## src/rtl/ifetch_prefetch.sv

```systemverilog
// Instruction prefetch stage: owns the fetch PC, issues one word fetch at a time
// over req/ack, and queues {inst, pc+4} for decode. A redirect flushes and refetches.
module ifetch_prefetch #(
   parameter int          DEPTH    = 4,
   parameter logic [31:0] RESET_PC = 32'h0000_0000
) (
   input  logic                   clk,
   input  logic                   rst,
   input  logic                   redirect,
   input  logic [31:0]            redirect_pc,
   input  logic                   id_ready,
   output logic                   imem_req,
   output logic [31:0]            imem_addr,
   input  logic                   imem_ack,
   input  logic [31:0]            imem_rdata,
   output logic                   out_valid,
   output logic [31:0]            out_inst,
   output logic [31:0]            out_pc4,
   output logic [$clog2(DEPTH):0] occupancy
);

   localparam int          AW   = $clog2(DEPTH);
   localparam logic [AW:0] FULL = (AW+1)'(DEPTH);

   logic [31:0] instMem [DEPTH];
   logic [31:0] pc4Mem  [DEPTH];

   logic [AW:0] wrPtr_q, wrPtr_d;
   logic [AW:0] rdPtr_q, rdPtr_d;
   logic [AW:0] count, count_d;
   logic        req_q, req_d;
   logic        drop_q, drop_d;
   logic [31:0] addr_q, addr_d;
   logic [31:0] pc_q, pc_d;
   logic        ackSeen, push, pop;

   // pc_q is the address of the next request to issue; addr_q is held while a request is in flight.
   always_comb begin
      ackSeen = req_q & imem_ack;
      push    = ackSeen & ~drop_q & ~redirect;
      pop     = out_valid & id_ready & ~redirect;
      count   = wrPtr_q - rdPtr_q;
      count_d = redirect ? '0 : count + (AW+1)'(push) - (AW+1)'(pop);
      wrPtr_d = wrPtr_q + (AW+1)'(push);
      rdPtr_d = redirect ? wrPtr_q : rdPtr_q + (AW+1)'(pop);

      pc_d = pc_q;
      if (redirect) begin
         pc_d = {redirect_pc[31:2], 2'b00};
      end else if (push) begin
         pc_d = addr_q + 32'd4;
      end

      req_d  = (req_q & ~imem_ack) | (count_d != FULL);
      addr_d = (req_q & ~imem_ack) ? addr_q : pc_d;

      drop_d = drop_q;
      if (ackSeen) begin
         drop_d = 1'b0;
      end else if (redirect & req_q) begin
         drop_d = 1'b1;
      end
   end

   always_ff @(posedge clk or negedge rst) begin
      if (!rst) begin
         wrPtr_q <= '0;
         rdPtr_q <= '0;
         req_q   <= 1'b0;
         drop_q  <= 1'b0;
         addr_q  <= RESET_PC;
         pc_q    <= RESET_PC;
      end else begin
         wrPtr_q <= wrPtr_d;
         rdPtr_q <= rdPtr_d;
         req_q   <= req_d;
         drop_q  <= drop_d;
         addr_q  <= addr_d;
         pc_q    <= pc_d;
      end
   end

   always_ff @(posedge clk) begin
      if (push) begin
         instMem[wrPtr_q[AW-1:0]] <= imem_rdata;
         pc4Mem[wrPtr_q[AW-1:0]]  <= addr_q + 32'd4;
      end
   end

   // Head data is gated so an empty buffer always presents zeros.
   assign out_valid = (count != '0);
   assign out_inst  = out_valid ? instMem[rdPtr_q[AW-1:0]] : '0;
   assign out_pc4   = out_valid ? pc4Mem[rdPtr_q[AW-1:0]] : '0;
   assign occupancy = count;
   assign imem_req  = req_q;
   assign imem_addr = addr_q;

endmodule

```

## config.mk

```make
export PLATFORM = sky130hd
export DESIGN_NAME = ifetch_prefetch
export DESIGN_NICKNAME = d
export VERILOG_FILES = /design/src/rtl/ifetch_prefetch.sv
export SDC_FILE = /design/constraint.sdc
export NUM_CORES = 1
export LEC_CHECK = 0
export CAP_MARGIN = 20
export CORE_MARGIN = 2
export CORE_UTILIZATION = 55
export DETAILED_ROUTE_END_ITERATION = 16
export PLACE_DENSITY_LB_ADDON = 0.15
export SLEW_MARGIN = 5
export SYNTH_ARGS = -nofsm -noshare
export SYNTH_HDL_FRONTEND = slang
export SYNTH_SLANG_ARGS = --single-unit
```

## constraint.sdc

```tcl
create_clock -name clk -period 7.1 [get_ports clk]
set_input_delay 1.065 -clock clk [delete_from_list [all_inputs] [get_ports clk]]
set_output_delay 1.065 -clock clk [all_outputs]
set_load 0.02 [all_outputs]
```

==> flow_summary.json <==
{
  "cts_setup_buffers": 0,
  "dp_cells": 1312,
  "r2r_cells": 14,
  "worstPathRequired_ns": 6.03,
  "final_nets": 1104,
  "rsz0062_at_grt": "false",
  "core.rowCount": 57,
  "synth_edf_count": 256,
  "io_buffers": 167,
  "preCtsSetupSlack_ns": 2.399,
  "ant_nets": 0,
  "slew_headroom_pct": 31.91,
  "final_layout_size_suffix_gt1_share_pct": 14.39,
  "syn_avg_cell_area_um2": 15.96,
  "endpoint": "out_pc4[15]",
  "grt_first_pass_wirelength_um": 44050,
  "coreArea_um2": 24320,
  "insertion_delay_ns": 0.50,
  "synth.distinct_cells": 53,
  "fill_cells": 1639,
  "dieHeight_um": 161.6,
  "io_pins": 170,
  "worst_pin_slew_ns": 1.021,
  "ys_seq_area_share_pct": 69.48,
  "cts_tree": "yes",
  "drtPass1Iterations": 5,
  "drv_cap": 0,
  "synthToLayoutAreaGrowth_pct": 22.77,
  "cp_max_fo": 55,
  "antenna_found_initial": 0,
  "synth_ff_type": "edfxtp_1",
  "drt_iter0_drc": 670,
  "reg2reg_slack_ns": 2.95,
  "remaining_drc_errors": 0,
  "ir_drop_mv": 0.2428,
  "grt_pass1_vias": 7805,
  "outcome": "finished clean",
  "place_congestion": 0.7906,
  "antennaDiodeCount": 0,
  "final.setup.tns_ns": 0,
  "vias": 7761,
  "hold_viol": 0,
  "synth_seq_cells": 328,
  "cp_cell_sequence": "ha_1 > fa_1 > xor2_1 > xnor2_1 > inv_1 > nor3_2 > buf_12 > nor2b_1 > clkdlybuf4s50_1",
  "final_cell_mix": "edfxtp_1, clkdlybuf4s50_1, dfrtp_1, mux4_2, nor2b_1",
  "cpMaxStageDelayCell": "dfrtp_4",
  "via_per_inst": 5.653,
  "cts_max_level": 2,
  "clkSlewWorstSetupHoldPaths_ns": 0.06,
  "root_buffer": "clkbuf_16",
  "synth_cells": 856,
  "postLayoutSetupSlackWorst_ns": 1.990,
  "drv_slew": 0,
  "setup-violations-final": 0,
  "dpl.hpwl_um": 16950,
  "start_util_pct": 56.16,
  "grt_overflow": 0,
  "hp-class": "reg -> reg",
  "skew_ns": 0.01331,
  "final_common_cell": "edfxtp_1",
  "cp-end-kind": "output port",
  "post_cts_resized": 0,
  "min_period_over_period_pct": 71.97,
  "worstSetupStartpoint": "rdPtr_q[0]$_DFF_PN0_",
  "wire_per_inst_um": 20.43,
  "fin_crit_ns": 5.110,
  "synthesis.nets": 935,
  "yosysWarnings": 0,
  "arrival_ns": 4.04,
  "clock_sinks": 328,
  "max_stage_delay_ns": 0.66,
  "fp.dieArea_um2": 26110,
  "r2r_end": "imem_req$_DFF_PN0_",
  "cts_buffers": 34,
  "cp-start-kind": "flip-flop",
  "syn_area_um2": 13660,
  "grt_max_degree": 73,
  "stdcell_count": 1373,
  "rr_startpoint": "rdPtr_q[0]$_DFF_PN0_",
  "path_class": "reg -> out",
  "p_leak_nw": 5.933,
  "dieWidth_um": 161.6,
  "routed_wl_um": 28050,
  "async_reset_ff_share_pct": 21.95,
  "clock.fmax_mhz": 195.7,
  "clockBufferDepth": 3,
  "hold_buffers": 0,
  "grt.total_usage_pct": 22.00,
  "powerDensity_nw_per_um2": 425.7
}
## critical path, delay by kind of cell (launching register included)
kind / cells / cell delay, ns
simple gates: 2 / 0.77
flops: 1 / 0.66
buf+inv: 3 / 1.00
xor+xnor: 2 / 0.41
fa+ha+maj: 2 / 0.64
## synth_stat cells, types with 6 or more instances
cell type	n	area share, %
edfxtp_1	256	56
dfrtp_1	72	13
nor2b_1	65	3.0
mux4_2	64	11
nand2_1	58	1.6
nor2_1	40	1.1
a21oi_1	39	1.4
clkbuf_1	34	0.93
inv_1	30	0.82
o21ai_0	29	1.1
xnor2_1	21	1.3
nand3_1	16	0.59
xor2_1	13	0.83
nor3_1	12	0.44
ha_1	8	0.73
buf_1	7	0.19
a21o_1	6	0.33
buf_2	6	0.22
mux2_2	6	0.49
mux2i_1	6	0.44
nand4_1	6	0.27
o21a_1	6	0.33
## state kept, by name (all words and copies together), names as in the netlist
register / flops
imem_req: 1
drop_q: 1
wrPtr_q: 3
pc_q: 32
imem_addr: 32
rdPtr_q: 3
instMem: 128
pc4Mem: 128
## cell type report
class	count	area, um2	share of cell area, %
tap	324	405.4	2.418
inverter	30	112.6	0.6715
clock buffer	47	940.9	5.611
multi-input combinational	450	3891	23.21
timing repair buffer	181	1787	10.66
clock inverter	13	137.6	0.8208
sequential	328	9494	56.62
## cells by family (layout without fill, tap and decap cells)
group | Yosys count | in the layout | share of synthesized area (%)
AND/OR/NAND/NOR | 229 | 229 | 9.106
XOR/XNOR | 34 | 34 | 2.180
adder cells (fa/ha/maj) | 10 | 10 | 1.026
buffers and inverters | 78 | 271 | 2.254
multiplexers | 76 | 76 | 11.49
AO/OA/AOI/OAI | 101 | 101 | 4.471
flip-flops | 328 | 328 | 69.48
## worst min path at each step
stage | from | end | slack (ns) | depth (start not counted)
after floorplan | wrPtr_q[2]$_DFF_PN0_ | wrPtr_q[2]$_DFF_PN0_ | 0.48 | 1
after global placement | pc_q[0]$_DFF_PN0_ | pc_q[0]$_DFF_PN0_ | 0.51 | 2
after detailed placement | wrPtr_q[2]$_DFF_PN0_ | wrPtr_q[2]$_DFF_PN0_ | 0.52 | 1
after CTS | wrPtr_q[2]$_DFF_PN0_ | wrPtr_q[2]$_DFF_PN0_ | 0.53 | 1
after global routing | wrPtr_q[2]$_DFF_PN0_ | wrPtr_q[2]$_DFF_PN0_ | 0.56 | 1
final | wrPtr_q[2]$_DFF_PN0_ | wrPtr_q[2]$_DFF_PN0_ | 0.52 | 1
## layer usage
metal	up-vias	GRT usage (%)	routed length (um)
met4	0	5.276	422
met5	-	0	0
li1	3556	-	-
met2	244	35.61	13800
met3	34	4.109	1539
met1	3927	31.54	12290
## per-stage QoR
step / area, um2 / hold WS, ns / util, % / total power [W]
5_1_grt: 16770 / 0.5571 / 68.95 / 0.007487
4_1_cts: 16750 / 0.5287 / 68.89 / 0.007229
6_report: 16770 / 0.5210 / 68.95 / 0.007138
3_5_place_dp: 15680 / 0.5157 / 64.45 / 0.005506
3_3_place_gp: 15680 / 0.5089 / 64.45 / 0.005474
2_1_floorplan: 13660 / 0.4797 / - / 0.004229
## report_power, final
part	total, W	switching [W]	internal [W]
combinational	0.00296	0.00154	0.00142
sequential	0.00246	0.000152	0.00231
clock	0.00171	0.000679	0.00103
Power figures use the tool's default switching activity.
